`src/rtl/uart_pkg.sv`:
```
// ---------------------------------------------------------------------------
// uart_pkg -- definitions shared by the UART transmitter and receiver.
//
// Contents:
//   DATA_BITS / STOP_BITS   8N1 frame shape (no parity)
//   ST_* / rx_state_t       receiver FSM encodings (3 bits)
//   calc_clks_per_bit()     clocks per bit from clock and baud rate
//   calc_half_bit()         offset from start edge to first sample point
// ---------------------------------------------------------------------------
package uart_pkg;

  localparam int DATA_BITS = 8;
  localparam int STOP_BITS = 1;

  localparam logic [2:0] ST_IDLE      = 3'd0;
  localparam logic [2:0] ST_START     = 3'd1;
  localparam logic [2:0] ST_DATA      = 3'd2;
  localparam logic [2:0] ST_STOP      = 3'd3;
  localparam logic [2:0] ST_WAIT_HIGH = 3'd4;

  typedef enum logic [2:0] {
    RX_IDLE      = ST_IDLE,
    RX_START     = ST_START,
    RX_DATA      = ST_DATA,
    RX_STOP      = ST_STOP,
    RX_WAIT_HIGH = ST_WAIT_HIGH
  } rx_state_t;

  // Integer division: the residual baud error is absorbed by sampling mid-bit.
  function automatic int calc_clks_per_bit(input int clk_freq, input int baud_rate);
    return clk_freq / baud_rate;
  endfunction

  function automatic int calc_half_bit(input int clks_per_bit);
    return clks_per_bit / 2;
  endfunction

endpackage

```
`src/rtl/uart_sync2.sv`:
```
// ---------------------------------------------------------------------------
// uart_sync2 -- two-flop synchronizer for a single asynchronous input.
//
// Parameters:
//   INIT   value both flops take during reset (1 suits an idle-high line)
// Ports:
//   clk    system clock
//   reset  synchronous, active-high reset
//   d      asynchronous input
//   q      synchronized output, two clocks behind d
// ---------------------------------------------------------------------------
module uart_sync2 #(
  parameter logic INIT = 1'b1
) (
  input  logic clk,
  input  logic reset,
  input  logic d,
  output logic q
);

  logic meta_p0;

  // Stage 0: first flop may go metastable; stage 1 gives it a full cycle to settle.
  always_ff @(posedge clk) begin
    if (reset) begin
      meta_p0 <= INIT;
      q       <= INIT;
    end else begin
      meta_p0 <= d;
      q       <= meta_p0;
    end
  end

endmodule

```
`src/rtl/uart_rx.sv`:
```
// ---------------------------------------------------------------------------
// uart_rx -- 8N1 UART receiver with held-valid/ack output.
//
// Parameters:
//   CLK_FREQ    clock frequency in Hz (default 12 MHz)
//   BAUD_RATE   line bit rate (default 115200 -> 104 clocks per bit)
// Ports:
//   clk         system clock
//   reset       synchronous, active-high reset
//   rx_line     asynchronous serial line, idle high
//   rx_data     last correctly framed byte
//   rx_valid    high while rx_data holds an unacknowledged byte
//   rx_ack      one-cycle strobe from the consumer; clears rx_valid
//   rx_error    one-cycle pulse: stop bit sampled low
//   rx_overrun  one-cycle pulse: byte completed while rx_valid was high
//
// Build option:
//   UART_RX_MAJORITY_EN  when defined, every bit is the 2-of-3 majority of
//                        the samples at target-1, target and target+1, which
//                        rejects single-cycle glitches; delivery moves one
//                        clock later. Undefined: one sample at the target.
// ---------------------------------------------------------------------------
module uart_rx
  import uart_pkg::*;
#(
  parameter int CLK_FREQ  = 12000000,
  parameter int BAUD_RATE = 115200
) (
  input  logic       clk,
  input  logic       reset,
  input  logic       rx_line,
  output logic [7:0] rx_data,
  output logic       rx_valid,
  input  logic       rx_ack,
  output logic       rx_error,
  output logic       rx_overrun
);

  localparam int CLKS_PER_BIT = calc_clks_per_bit(CLK_FREQ, BAUD_RATE);
  localparam int HALF_BIT     = calc_half_bit(CLKS_PER_BIT);

  if (CLKS_PER_BIT < 8) begin : g_rate_check
    $error("uart_rx: CLKS_PER_BIT must be at least 8");
  end
  if (STOP_BITS != 1) begin : g_frame_check
    $error("uart_rx: only one stop bit is supported");
  end

`ifdef UART_RX_MAJORITY_EN
  localparam int OFS = 1;
`else
  localparam int OFS = 0;
`endif

  // The counter must reach CLKS_PER_BIT when the decision moves to target+1.
  localparam int CNT_W = $clog2(CLKS_PER_BIT + 1);
  localparam int IDX_W = $clog2(DATA_BITS);

  localparam logic [CNT_W-1:0] HALF_TGT    = CNT_W'(HALF_BIT - 1 + OFS);
  localparam logic [CNT_W-1:0] FULL_TGT    = CNT_W'(CLKS_PER_BIT - 1 + OFS);
  // Restarting at OFS keeps the spacing between decisions at CLKS_PER_BIT.
  localparam logic [CNT_W-1:0] CNT_RESTART = CNT_W'(OFS);
  localparam logic [CNT_W-1:0] CNT_ONE     = CNT_W'(1);
  localparam logic [IDX_W-1:0] LAST_IDX    = IDX_W'(DATA_BITS - 1);
  localparam logic [IDX_W-1:0] IDX_ONE     = IDX_W'(1);

  logic                 rx_s;
  logic                 sample_bit;
  rx_state_t            state,    state_nxt;
  logic [CNT_W-1:0]     cnt,      cnt_nxt;
  logic [IDX_W-1:0]     idx,      idx_nxt;
  logic                 shift_en;
  logic                 frame_ok;
  logic                 frame_bad;
  logic [DATA_BITS-1:0] shift_p1;
  logic                 done_p1;

  // Stage 0: bring the asynchronous line into the clock domain.
  uart_sync2 #(
    .INIT (1'b1)
  ) u_sync (
    .clk   (clk),
    .reset (reset),
    .d     (rx_line),
    .q     (rx_s)
  );

`ifdef UART_RX_MAJORITY_EN
  logic [1:0] hist_p0;

  function automatic logic maj3(input logic a, input logic b, input logic c);
    return (a & b) | (a & c) | (b & c);
  endfunction

  // hist_p0[1] / hist_p0[0] hold rx_s from two and one cycles earlier, so at
  // target+1 they are the target-1 and target samples.
  always_ff @(posedge clk) begin
    hist_p0 <= {hist_p0[0], rx_s};
  end

  assign sample_bit = maj3(hist_p0[1], hist_p0[0], rx_s);
`else
  assign sample_bit = rx_s;
`endif

  // Stage 1: frame FSM, bit counter and bit index.
  always_ff @(posedge clk) begin
    if (reset) begin
      state <= RX_IDLE;
      cnt   <= '0;
      idx   <= '0;
    end else begin
      state <= state_nxt;
      cnt   <= cnt_nxt;
      idx   <= idx_nxt;
    end
  end

  always_comb begin
    state_nxt = state;
    cnt_nxt   = cnt + CNT_ONE;
    idx_nxt   = idx;
    shift_en  = 1'b0;
    frame_ok  = 1'b0;
    frame_bad = 1'b0;
    case (state)
      RX_IDLE: begin
        cnt_nxt = '0;
        if (!rx_s) begin
          state_nxt = RX_START;
        end
      end
      RX_START: begin
        if (cnt == HALF_TGT) begin
          if (!sample_bit) begin
            state_nxt = RX_DATA;
            cnt_nxt   = CNT_RESTART;
            idx_nxt   = '0;
          end else begin
            // Line was high again at mid start bit: a glitch, not a frame.
            state_nxt = RX_IDLE;
            cnt_nxt   = '0;
          end
        end
      end
      RX_DATA: begin
        if (cnt == FULL_TGT) begin
          shift_en = 1'b1;
          cnt_nxt  = CNT_RESTART;
          idx_nxt  = idx + IDX_ONE;
          if (idx == LAST_IDX) begin
            state_nxt = RX_STOP;
            idx_nxt   = '0;
          end
        end
      end
      RX_STOP: begin
        if (cnt == FULL_TGT) begin
          cnt_nxt = '0;
          // Leaving at the stop mid-point leaves half a bit to catch the
          // next start edge of a back-to-back frame.
          if (sample_bit) begin
            frame_ok  = 1'b1;
            state_nxt = RX_IDLE;
          end else begin
            frame_bad = 1'b1;
            state_nxt = RX_WAIT_HIGH;
          end
        end
      end
      RX_WAIT_HIGH: begin
        // A break holds the line low; only one error is raised for it.
        cnt_nxt = '0;
        if (rx_s) begin
          state_nxt = RX_IDLE;
        end
      end
      default: begin
        state_nxt = RX_IDLE;
        cnt_nxt   = '0;
      end
    endcase
  end

  // Stage 1: right shift so the first (LSB) bit ends at bit 0.
  always_ff @(posedge clk) begin
    if (shift_en) begin
      shift_p1 <= {sample_bit, shift_p1[DATA_BITS-1:1]};
    end
  end

  // Stage 2: delivery one cycle after the stop sample.
  always_ff @(posedge clk) begin
    if (reset) begin
      done_p1    <= 1'b0;
      rx_data    <= '0;
      rx_valid   <= 1'b0;
      rx_error   <= 1'b0;
      rx_overrun <= 1'b0;
    end else begin
      done_p1    <= frame_ok;
      rx_error   <= frame_bad;
      rx_overrun <= 1'b0;
      if (done_p1) begin
        // An ack in the delivery cycle frees the holding register in time.
        if (!rx_valid || rx_ack) begin
          rx_data  <= shift_p1;
          rx_valid <= 1'b1;
        end else begin
          rx_overrun <= 1'b1;
        end
      end else if (rx_ack) begin
        rx_valid <= 1'b0;
      end
    end
  end

endmodule

```
`config.mk`:
```
export PLATFORM = sky130hd
export DESIGN_NAME = uart_rx
export DESIGN_NICKNAME = d
export VERILOG_FILES = /design/src/rtl/uart_pkg.sv /design/src/rtl/uart_sync2.sv /design/src/rtl/uart_rx.sv
export SDC_FILE = /design/constraint.sdc
export NUM_CORES = 1
export LEC_CHECK = 0
export BUFFER_PORTS_ARGS = -buffer_cell sky130_fd_sc_hd__buf_2
export CORE_MARGIN = 2
export CORE_UTILIZATION = 45
export CTS_CLUSTER_SIZE = 40
export DETAILED_ROUTE_END_ITERATION = 16
export PLACE_DENSITY = 0.68
export SETUP_SLACK_MARGIN = 0.3
export SLEW_MARGIN = 20
export SYNTH_ARGS = -nofsm -noshare
export SYNTH_HDL_FRONTEND = slang
export SYNTH_SLANG_ARGS = --single-unit
```
`constraint.sdc`:
```
create_clock -name clk -period 2.2 [get_ports clk]
set_input_delay 0.66 -clock clk [delete_from_list [all_inputs] [get_ports clk]]
set_output_delay 0.66 -clock clk [all_outputs]
set_load 0.01 [all_outputs]
```
Yosys cells after proc, flatten, opt, wreduce, memory -nomap -nowiden
Index checks and enable logic that the tools add are counted.
{"block": "op_classes", "reduce_logical": 12, "n_eq_ne": 15, "mux": 25, "n_addsub": 2, "n_bitwise": 3}
{"cell": "2-to-1 mux 3 bit", "count": 11}
{"cell": "one-hot mux 3 bit (5 select lines)", "count": 1}
{"cell": "2-to-1 mux 7 bit", "count": 2}
{"cell": "one-hot mux 7 bit (2 select lines)", "count": 1}
{"cell": "inequality test 2 bit, second input constant", "count": 6}
{"cell": "2-to-1 mux 1 bit", "count": 8}
{"cell": "adder 7 x 1 -> 7 bit, second input constant", "count": 1}
{"cell": "== test 7 x 6 -> 1 bit, second input constant", "count": 1}
{"cell": "== test 7 bit, second input constant", "count": 1}
{"cell": "== test 3 x 2 -> 1 bit, second input constant", "count": 2}
{"cell": "== test 3 bit, second input constant", "count": 2}
{"cell": "one-hot mux 3 bit (2 select lines)", "count": 1}
{"cell": "AND reduction 6 bit", "count": 1}
{"cell": "inequality test 2 x 1 -> 1 bit, second input constant", "count": 2}
{"cell": "AND reduction 2 bit", "count": 2}
{"cell": "AND reduction 4 bit", "count": 1}
{"cell": "nonzero test 2 bit", "count": 2}
{"cell": "OR reduction 2 bit", "count": 2}
{"cell": "adder 3 x 1 -> 3 bit, second input constant", "count": 1}
{"cell": "== test 3 x 1 -> 1 bit, second input constant", "count": 1}
{"cell": "logical NOT 3 bit", "count": 1}
{"cell": "inverter 1 bit", "count": 3}
{"cell": "OR reduction 3 bit", "count": 1}
{"cell": "2-to-1 mux 2 bit", "count": 1}
{"cell": "2 further kinds", "count": 2}
{"block": "totals", "elab_cells": 68, "output_inout_bits": 11, "regBits": 35, "in_bits": 4}

Depth between registers and ports, before layout
{"block": "depth", "ltp_word": 4, "depth_mapped": 5, "ltp_nobuf": 5}

Cells and area by module
From an unflattened synthesis, not the netlist that was laid out.
{"block": "unflattened", "hier_cells": 125, "area_unflattened_um2": 1445.1}
{"mod": "uart_rx", "n_inst": 1, "seq_area_each_um2": 740.7, "cells_per_inst": 121, "area_each_um2": 1392.6}
{"mod": "uart_sync2", "n_inst": 1, "seq_area_each_um2": 40.0, "cells_per_inst": 4, "area_each_um2": 52.6}

Worst setup path before layout
OpenSTA, ideal clock, no wires.
{"block": "synth_timing", "kind": "register to register", "startpoint": "register cnt[0]", "endpoint": "register idx[1]", "setup_ns": 0.117, "setup_slack_ns": 0.507, "path_buffers": 0, "path_stages_with_launch": 6, "t_arrival_ns": 1.576, "required_ns": 2.083, "synth_period_minus_slack_ns": 1.693, "path_cell_list": "dfxtp_1 ha_1 nand3b_4 nor4_4 a31oi_1 a32o_1"}
{"block": "synth_via", "elab_chain_len": 3, "word_cells_on_any_way": 5, "cone_classes": "eq/ne (4); reduce/logical (1)"}
{"item": "start: declaration", "line_no": "uart_rx.sv:70", "source": "logic [CNT_W-1:0] cnt, cnt_nxt;"}
{"item": "start signal: assignment", "line_no": "uart_rx.sv:114", "source": "cnt <= cnt_nxt;"}
{"item": "== test 7 bit / == test 7 x 6 -> 1 bit (equally long branches)", "line_no": "uart_rx.sv:147, uart_rx.sv:134"}
{"item": "inequality test 2 bit (no line)"}
{"item": "AND reduction 4 bit (no line) *"}
{"item": "end signal: assignment", "line_no": "uart_rx.sv:115", "source": "idx <= idx_nxt;"}
{"item": "end: declaration", "line_no": "uart_rx.sv:71", "source": "logic [IDX_W-1:0] idx, idx_nxt;"}
Every way passes the cells marked *; elsewhere a longest branch is shown, timed or not.
A chain may end at the register's enable or synchronous reset.

Worst setup path after layout
{"block": "layout_timing", "startpoint": "register idx[0]", "endpoint": "register state[1]"}
{"block": "layout_via", "elab_chain_len": 3}
{"item": "== test 3 bit", "line_no": "uart_rx.sv:151", "source": "if (idx == LAST_IDX) begin"}
{"item": "inequality test 2 bit (no line)"}
{"item": "AND reduction 6 bit (no line)"}
{"item": "end signal: assignment", "line_no": "uart_rx.sv:113", "source": "state <= state_nxt;"}
{"item": "end: declaration", "line_no": "uart_rx.sv:69", "source": "rx_state_t state, state_nxt;"}
Every way passes these cells.

==> impl_metrics.json <==
{
  "outcome": "finished, final reports clean",
  "synthToLayoutAreaGrowth_pct": 13.72,
  "ys_types": 44,
  "hold_path_startpoint": "u_sync.meta_p0$_SDFF_PP1_",
  "synth_fa_ha_area_frac": 0.03518,
  "route.detailed.wl_per_inst_um": 11.79,
  "number_of_global_route_vias_before_repair": 850,
  "placed_cells_incl_taps": 177,
  "hold-path-endpoint": "u_sync.q$_SDFF_PP1_",
  "synth_simple_gate_area_share": 0.2111,
  "muxShareOfSynthArea": 0.05629,
  "worstPathArrival_ns": 1.89,
  "netlist_top_cells_count": "sky130_fd_sc_hd__dfxtp_1, sky130_fd_sc_hd__nor2_1, sky130_fd_sc_hd__edfxtp_1, sky130_fd_sc_hd__mux2i_1, sky130_fd_sc_hd__inv_1",
  "min_period_ns": 1.649,
  "post_dp_cell_area_mm2": 0.001535,
  "final_core_util": 0.5343,
  "synth_sequential_area_ratio": 0.5488,
  "port_buffers": 14,
  "ys.warnings.count": 0,
  "clkLatencyLatePin_ns": 0.34,
  "slowest_delay_ns": 0.54,
  "worstSetupPathType": "flip-flop to flip-flop",
  "tritoncts_num_sinks": 35,
  "hpwl_mm": 1.596,
  "grt_start_max_net_pins": 20,
  "main_combinational_cell_family_by_area_after_synthesis": "simple AND/OR/NAND/NOR gates",
  "routabilityCongestion": 0.9253,
  "vias_per_cell": 4.989,
  "r2r_cells": 5,
  "timing_max_transition_violations_final": 0,
  "synth_top_flop_cell": "sky130_fd_sc_hd__dfxtp_1",
  "post-route-period-util": 0.7497,
  "floorplan.rows": 20,
  "drt-pass1-iter-count": 3,
  "netlist_area_mm2": 0.001423,
  "chipWidth_um": 60.23,
  "boundaryPins": 15,
  "synth_area_leaders": "sky130_fd_sc_hd__dfxtp_1, sky130_fd_sc_hd__edfxtp_1, sky130_fd_sc_hd__mux2i_1, sky130_fd_sc_hd__nor2_1, sky130_fd_sc_hd__ha_1",
  "hold_depth": 1,
  "r2r_end": "state[1]$_SDFFE_PP0P_",
  "critical_path.max_fanout": 3,
  "cts_hold_repair.buffers": 0,
  "cpLargestDelayFamily": "compound AO/OA/AOI/OAI gates",
  "max-cap-violations": 0,
  "layout-drive-gt1-share": 0.2411,
  "clock_tree.htree_level_count": 2,
  "cts_tree": "yes",
  "worst_path_most_repeated_cell": "sky130_fd_sc_hd__ha_1",
  "fin_cells": 185,
  "ys_seq_elements": 35,
  "cts-buffers-inserted": 5,
  "tns_ns": 0,
  "rrSetupSlack_ns": 0.55,
  "synth-edff-count": 8,
  "timing.hold.worst.class": "flip-flop to flip-flop",
  "floorplan.initialDensity": 0.4698,
  "number_of_drc_markers_after_the_initial_detailed_route_iteration": 26,
  "track_usage": 0.1481,
  "crit-reg2reg-launch": "idx[0]$_SDFFE_PP0P_",
  "cts_repair_resize_count": 0,
  "synth.top_cell.area_share": 0.3799,
  "fmax_mhz": 606.3,
  "cp_slowest_cell": "sky130_fd_sc_hd__a2111oi_1",
  "rsz0062_at_grt": "no",
  "grt_overflow": 0,
  "async_flop_share": 0,
  "power-per-cell-area_mw_per_mm2": 703.6,
  "leakagePower_nw": 0.7562,
  "syn-instance-count": 122,
  "cp-start-kind": "flip-flop",
  "nets": 148,
  "report.final.hold_viol_count": 0,
  "finalSetupViolCount": 0,
  "post_synth_xor_area_fraction": 0.03078,
  "grt_pass1_wl_mm": 3.857,
  "coreArea_mm2": 0.003028,
  "ant_nets": 0,
  "yosys.cell_count.top_type": "sky130_fd_sc_hd__dfxtp_1",
  "slew_headroom": 0.6400,
  "worstPathBufferInverterCount": 0,
  "cts.root.buffer_cell": "sky130_fd_sc_hd__clkbuf_4",
  "cts_setup_buffers": 0,
  "vias": 923,
  "net_count_after_synthesis": 130,
  "finish.instance_area_mm2": 0.001618,
  "antenna_found_initial": 0,
  "cp.required_ns": 2.44,
  "cp_num_cells": 5,
  "drt-total-wl_mm": 2.181,
  "synth_area_per_cell_um2": 11.66,
  "n_antenna_cell": 0,
  "endpoint_kind": "flip-flop",
  "worst_slew_pin_slew_ns": 0.5399,
  "synth.largest_area_cell": "sky130_fd_sc_hd__dfxtp_1",
  "clkSlewWorstSetupHoldPaths_ns": 0.11,
  "synth_area_in_compound_gates": 0.09059,
  "peakVddDrop_mv": 0.3063,
  "remaining_drc_errors": 0,
  "die_area_mm2": 0.003627,
  "timing.critical_path.cells": "ha_1, ha_1, a2111oi_1, o211ai_1, o41ai_1",
  "fin_worst_skew_ns": 0.01176,
  "die_height_um": 60.23,
  "clk_path_buf_depth": 2
}
-- cells by family after synthesis --
kind of cell,after synthesis
adders and majority gates,4
and+or+nand+nor,45
buffers and inverters,9
DFF,35
AOI/OAI and AO/OA,16
muxes,8
xor gates and xnor gates,5
-- through the flow --
| step | worst slack, ns | power, mW | hold WS, ns |
|---|---|---|---|
| after CTS | 0.4699 | 1.155 | 0.4271 |
| final | 0.5506 | 1.138 | 0.4256 |
| after floorplan | 0.5066 | 0.6909 | 0.3895 |
| after global routing | 0.3368 | 1.188 | 0.4361 |
| after global placement | 0.5291 | 0.6962 | 0.3971 |
| after detailed placement | 0.4983 | 0.6967 | 0.3969 |
-- cells in the final DEF, fill, tap and decap left out, types with 3 or more instances in the layout --
master,netlist,routed
sky130_fd_sc_hd__dfxtp_1,27,27
sky130_fd_sc_hd__nor2_1,19,19
sky130_fd_sc_hd__buf_2,1,14
sky130_fd_sc_hd__mux2i_1,8,8
sky130_fd_sc_hd__edfxtp_1,8,8
sky130_fd_sc_hd__inv_1,5,5
sky130_fd_sc_hd__clkbuf_4,0,5
sky130_fd_sc_hd__nand3_1,4,4
sky130_fd_sc_hd__ha_1,4,4
sky130_fd_sc_hd__xor2_1,3,3
-- worst reg2reg max path: stages, from the launching register on --
cell and delay, ns:
sky130_fd_sc_hd__dfxtp_1 0.35, sky130_fd_sc_hd__ha_1 0.20, sky130_fd_sc_hd__ha_1 0.22, sky130_fd_sc_hd__a2111oi_1 0.54
sky130_fd_sc_hd__o211ai_1 0.18, sky130_fd_sc_hd__o41ai_1 0.08
-- worst max-delay path by stage --
| stage | start | end | slack [ns] |
|---|---|---|---|
| 3_3_place_gp | reset | idx[0]$_SDFFE_PP0P_ | 0.53 |
| 2_1_floorplan | cnt[0]$_SDFF_PP0_ | idx[1]$_SDFFE_PP0P_ | 0.51 |
| 4_1_cts | idx[0]$_SDFFE_PP0P_ | state[1]$_SDFFE_PP0P_ | 0.47 |
| 3_5_place_dp | reset | idx[0]$_SDFFE_PP0P_ | 0.50 |
| 5_1_grt | idx[0]$_SDFFE_PP0P_ | state[1]$_SDFFE_PP0P_ | 0.34 |
| 6_report | idx[0]$_SDFFE_PP0P_ | state[1]$_SDFFE_PP0P_ | 0.55 |
-- report_power, final --
group	switching (mW)	total (mW)	internal, mW
combinational	0.0121	0.0203	0.00824
clock	0.217	0.456	0.239
sequential	0.00501	0.662	0.657
-- state kept, by name, indices dropped and copies added (netlist names) --
register        flops
rx_data             8
shift_p1            8
cnt                 7
idx                 3
state               3
done_p1             1
rx_error            1
rx_overrun          1
rx_valid            1
u_sync.meta_p0      1
u_sync.q            1
-- metal layers --
metal,share of wire,up-vias,GRT usage,wire length [um]
met3,0.043,6,0.06494,94
met2,0.46,15,0.2329,994
met1,0.48,425,0.1694,1040
li1,-,477,-,-
met4,0.024,0,0.07619,52
met5,0,-,0,0
-- layout make-up --
| cell class | count | area [um^2] |
|---|---|---|
| fill | 280 | 1410 |
| sequential | 35 | 780.7 |
| multi-input combinational | 78 | 604.3 |
| timing repair buffer | 15 | 77.57 |
| tap | 44 | 55.05 |
| clock inverter | 3 | 43.79 |
| clock buffer | 5 | 37.54 |
| inverter | 5 | 18.77 |
No activity file was read; power rests on OpenSTA's default activity.
